`src/rtl/rca_add_sequencer.sv`:
```
// Byte-serial adder: one 8-bit ripple-carry adder is reused for every byte of a W-bit add.
// Optional subtraction support is compiled in with the RCA_SEQ_SUB_EN macro (adds port sub).

module Ripple_Carry_Adder (
  input  logic [7:0] a,
  input  logic [7:0] b,
  input  logic       cin,
  output logic [7:0] sum,
  output logic       cout
);

  logic [8:0] c;

  assign c[0] = cin;

  for (genvar i = 0; i < 8; i++) begin : g_bit
    assign sum[i]   = a[i] ^ b[i] ^ c[i];
    assign c[i + 1] = (a[i] & b[i]) | (c[i] & (a[i] ^ b[i]));
  end

  assign cout = c[8];

endmodule

module rca_add_sequencer #(
  parameter int unsigned NBYTES = 4
) (
  input  logic                  clk,
  input  logic                  rst,
  input  logic                  start,
  input  logic [8*NBYTES-1:0]   a,
  input  logic [8*NBYTES-1:0]   b,
  input  logic                  cin,
`ifdef RCA_SEQ_SUB_EN
  input  logic                  sub,
`endif
  output logic                  busy,
  output logic                  done,
  output logic [8*NBYTES-1:0]   sum,
  output logic                  cout
);

  localparam int unsigned W    = 8 * NBYTES;
  localparam int unsigned IdxW = $clog2(NBYTES);

  typedef enum logic [1:0] {StIdle, StAdd, StDone} state_e;

  state_e          state_q;
  logic [W-1:0]    a_q, b_q, res_q, res_d;
  logic [IdxW-1:0] idx_q;
  logic            carry_q;
  logic            sub_q;
  logic            first_carry;
  logic [7:0]      add_a, add_b, add_sum;
  logic            add_cout;

`ifdef RCA_SEQ_SUB_EN
  always_ff @(posedge clk) begin
    if (rst) begin
      sub_q <= 1'b0;
    end else if (state_q == StIdle && start) begin
      sub_q <= sub;
    end
  end

  // Subtraction is a + ~b + 1, so the first carry is forced high.
  assign first_carry = sub ? 1'b1 : cin;
`else
  assign sub_q       = 1'b0;
  assign first_carry = cin;
`endif

  always_comb begin
    add_a = a_q[{idx_q, 3'b000} +: 8];
    add_b = b_q[{idx_q, 3'b000} +: 8] ^ {8{sub_q}};
    res_d = res_q;
    res_d[{idx_q, 3'b000} +: 8] = add_sum;
  end

  Ripple_Carry_Adder u_rca (
    .a    (add_a),
    .b    (add_b),
    .cin  (carry_q),
    .sum  (add_sum),
    .cout (add_cout)
  );

  always_ff @(posedge clk) begin
    if (rst) begin
      state_q <= StIdle;
      idx_q   <= '0;
      carry_q <= 1'b0;
      a_q     <= '0;
      b_q     <= '0;
      res_q   <= '0;
      sum     <= '0;
      cout    <= 1'b0;
      done    <= 1'b0;
      busy    <= 1'b0;
    end else begin
      unique case (state_q)
        StIdle: begin
          if (start) begin
            a_q     <= a;
            b_q     <= b;
            carry_q <= first_carry;
            idx_q   <= '0;
            busy    <= 1'b1;
            state_q <= StAdd;
          end
        end
        StAdd: begin
          res_q   <= res_d;
          carry_q <= add_cout;
          idx_q   <= idx_q + 1'b1;
          // sum/cout only update here so partial bytes never show on the outputs.
          if (idx_q == IdxW'(NBYTES - 1)) begin
            sum     <= res_d;
            cout    <= add_cout;
            done    <= 1'b1;
            state_q <= StDone;
          end
        end
        StDone: begin
          done    <= 1'b0;
          busy    <= 1'b0;
          state_q <= StIdle;
        end
        default: state_q <= StIdle;
      endcase
    end
  end

endmodule

```
`config.mk`:
```
export PLATFORM = sky130hd
export DESIGN_NAME = rca_add_sequencer
export DESIGN_NICKNAME = d
export VERILOG_FILES = /design/src/rtl/rca_add_sequencer.sv
export SDC_FILE = /design/constraint.sdc
export NUM_CORES = 1
export LEC_CHECK = 0
export BUFFER_PORTS_ARGS = -buffer_cell sky130_fd_sc_hd__buf_4
export CAP_MARGIN = 30
export CORE_ASPECT_RATIO = 1.75
export CORE_UTILIZATION = 53
export DETAILED_ROUTE_END_ITERATION = 8
export PLACE_DENSITY = 0.74
export SYNTH_ARGS = -nofsm -noshare
export SYNTH_HDL_FRONTEND = slang
export SYNTH_SLANG_ARGS = --single-unit
```
`constraint.sdc`:
```
create_clock -name clk -period 4.98 [get_ports clk]
set_input_delay 0.747 -clock clk [delete_from_list [all_inputs] [get_ports clk]]
set_output_delay 0.747 -clock clk [all_outputs]
set_load 0.005 [all_outputs]
```
==> flow_summary_export.csv <==
group,metric,value,unit
run_status,status,"finished clean",
floorplan,core,10700,um^2
cts,cts_buffers,17,
setup_path,cp_cell_sequence,"mux4_1 -> inv_1 -> fa_1 -> fa_1 -> fa_1 -> fa_1 -> fa_1 -> inv_1 -> fa_1 -> inv_1 -> fa_1 -> inv_1 -> fa_1 -> a221oi_1 -> nor3_1",
worst_hold_path,min_to,"b_q[0]$_SDFFE_PP0P_",
logic_synthesis,synth_ff_type,"dfxtp_1",
setup_path,worstSetupPathType,"reg2reg",
grt,grt_pass1_wl,23900,um
final_layout,fin_util,66.2,%
setup_path,timing.rr.end,"sum[7]$_SDFFE_PP0P_",
placement,globalplace.congestion,0.859,
cts,cts_root_buf,"clkbuf_16",
final_layout,instances_no_fill,863,
setup_path,reg2reg_setup_slack,460,ps
cts,cts_resized,0,
floorplan,die_y,141,um
sta,worst_pin_slew,980,ps
cts,insertion_delay,420,ps
worst_hold_path,min_from,"b_q[0]$_SDFFE_PP0P_",
pwr,p_leak,2.87,nW
drt,routed_wl,14600,um
sta,fmax,221,MHz
setup_path,path_buf_inv,4,
cts,cts_hold_buf,0,
placement,dp_cells,831,
cts,clockBufferDepth,2,
sta,tns,0,ps
sta,rsz0062_at_grt,"false",
pwr,p_sw_share,24.7,%
drt,wl_per_cell,17.0,um
setup_path,start_kind,"flop",
grt,grt_max_degree,94,
floorplan,ios,103,
pwr,finalPower,2.62,mW
setup_path,setup.worst_path.end_class,"flop",
pwr,combPwrFrac,10.1,%
floorplan,start_util,54.5,%
grt,antenna_found_initial,0,
logic_synthesis,ys_seq_area_share,46.7,%
cts,htreeDepth,4,
setup_path,r2r-start,"idx_q[0]$_SDFFE_PP0P_",
logic_synthesis,ys_async_sr_fraction,0,%
sta,setup_ws,459,ps
final_layout,ff_latch_area,2720,um^2
cts,post-cts-setup-buffers,0,
pwr,clkPwrFrac,46.0,%
cts,clock_sinks,136,
run,cap_violations,0,
logic_synthesis,synth_cell_type_count,32,
logic_synthesis,yosysTopAreaCell,"dfxtp_1",
logic_synthesis,netlist_area,5830,um^2
grt,first_global_vias,4882,
setup_path,r2r_cells,15,
final_layout,nNetsFinal,802,
logic_synthesis,avgSynthCellArea,9.05,um^2
cts,path_clk_slew,60,ps
floorplan,die_area,11400,um^2
logic_synthesis,synth-seq-cells,136,
final_layout,final.fill_count,888,
floorplan,rows,50,
worst_hold_path,holdPathStages,2,
setup_path,critPathMaxFanout,8,
logic_synthesis,syn_inst,644,
sta,hold_violations,0,
pwr,vdd_ir_drop_max,298,uV
pwr,seq_power_share,43.9,%
grt,grt_usage,27.8,%
logic_synthesis,synth_commonest_cells,"dfxtp_1, nand2_1, a21oi_1",
grt,overflow,0,
setup_path,max_stage_delay,520,ps
drt,via_per_inst,5.86,
drt,dr.pass1.iters,5,
setup_path,crit_required,5250,ps
setup_path,cp_common_cell,"fa_1",
pwr,p_int,1.98,mW
placement,io_buffer_count,102,
pwr,p_sw,0.649,mW
logic_synthesis,synth_warnings,0,
final_layout,final_area,7080,um^2
worst_hold_path,hold_class,"reg2reg",
placement,pre_cts_ws,484,ps
logic_synthesis,synth_edf_count,0,
setup_path,critPathTopFamily,"adder cells",
sta,skew,7.65,ps
cts,cts_tree,"built",
setup_path,cp.arrival,4790,ps
sta,period_minus_slack,4520,ps
setup_path,crit_slowest_cell,"fa_1",
sta,setup_viol,0,
placement,hpwl,10200,um
sta,maxSlewHeadroom,34.6,%
final_layout,antennaDiodeCount,0,
pwr,power_density,371,nW/um^2
logic_synthesis,netlist.area_leader.share,46.7,%
sta,slew_viol_final,0,
placement,placed_area,6500,um^2
final_layout,drive_above_1_share,21.1,%
drt,drc,0,
sta,finalCritPeriodShare,90.8,%
drt,drtAntennaViolNets,0,
logic_synthesis,synthTopCellsByArea,"dfxtp_1, nand2_1, a21oi_1, a221oi_1, nor2_1",
final_layout,syn2layout_area_growth,21.5,%
sta,hold-worst-slack,452,ps
logic_synthesis,yosysMostFrequentCell,"dfxtp_1",
drt,drt_iter0_markers,375,
logic_synthesis,synthesis.nets,726,
drt,num_vias,5056,
floorplan,die_width,81.3,um
final_layout,multi_input_area,2650,um^2
power groups by stage:
stage                     Combinational, mW  Sequential [mW]  Clock (mW)
after floorplan                       0.182             1.16           0
after global placement                0.254             1.17           0
after detailed placement              0.260             1.18           0
after CTS                             0.262             1.15        1.22
after global routing                  0.289             1.16        1.27
final                                 0.265             1.15        1.21
registers in the layout (all words and copies together), names as in the netlist:
name / count
state_q: 2
carry_q: 1
cout: 1
b_q: 32
res_q: 32
idx_q: 2
busy: 1
sum: 32
a_q: 32
done: 1
kinds of logic after synthesis:
family,after synthesis,share of synthesized area (%)
buffers and inverters,84,7.88
AOI/OAI and AO/OA,140,15.9
adders and majority gates,14,4.04
DFF,136,46.7
and+or+nand+nor,254,18.8
muxes,16,6.70
routing by layer:
layer / GRT usage, % / share of wire (%) / routed length (um)
met5: 0 / 0 / 0
met4: 14.9 / 3.8 / 551
met3: 5.89 / 5.1 / 744
met2: 48.6 / 56 / 8130
met1: 30.4 / 36 / 5200
worst register-to-register path, cell delays in order (launching register included):
cell and delay (ps):
dfxtp_1 360, mux4_1 360, inv_1 60, fa_1 400, fa_1 390, fa_1 390, fa_1 390, fa_1 370
inv_1 80, fa_1 160, inv_1 60, fa_1 370, inv_1 80, fa_1 520, a221oi_1 310, nor3_1 80
worst max-delay path by stage:
| stage | startpoint | to | slack, ps | cells after the start |
|---|---|---|---|---|
| after global placement | idx_q[0]$_SDFFE_PP0P_ | sum[7]$_SDFFE_PP0P_ | 570 | 15 |
| final | idx_q[0]$_SDFFE_PP0P_ | sum[7]$_SDFFE_PP0P_ | 460 | 15 |
| after detailed placement | idx_q[0]$_SDFFE_PP0P_ | sum[7]$_SDFFE_PP0P_ | 480 | 15 |
| after CTS | idx_q[0]$_SDFFE_PP0P_ | sum[23]$_SDFFE_PP0P_ | 470 | 15 |
| after global routing | idx_q[0]$_SDFFE_PP0P_ | sum[31]$_SDFFE_PP0P_ | 280 | 15 |
| after floorplan | idx_q[0]$_SDFFE_PP0P_ | sum[15]$_SDFFE_PP0P_ | 540 | 17 |
cell type report:
type | count | share of cell area, %
Multi-Input combinational cell | 424 | 37.4
Inverter | 29 | 1.54
Timing Repair Buffer | 112 | 12.2
Tap cell | 130 | 2.30
Clock buffer | 19 | 6.26
Clock inverter | 13 | 1.84
Sequential cell | 136 | 38.5
layout by cell type (no fill, tap or decap), types with 17 or more instances in the layout:
cell type and instances:
buf_4 111, a21oi_1 70, nor3_1 32, a22oi_1 25
dfxtp_1 136, nand2_1 132, clkbuf_16 17, nor2_1 67
a221oi_1 32, inv_1 29
Note: power is estimated with default switching activity, not from simulation.
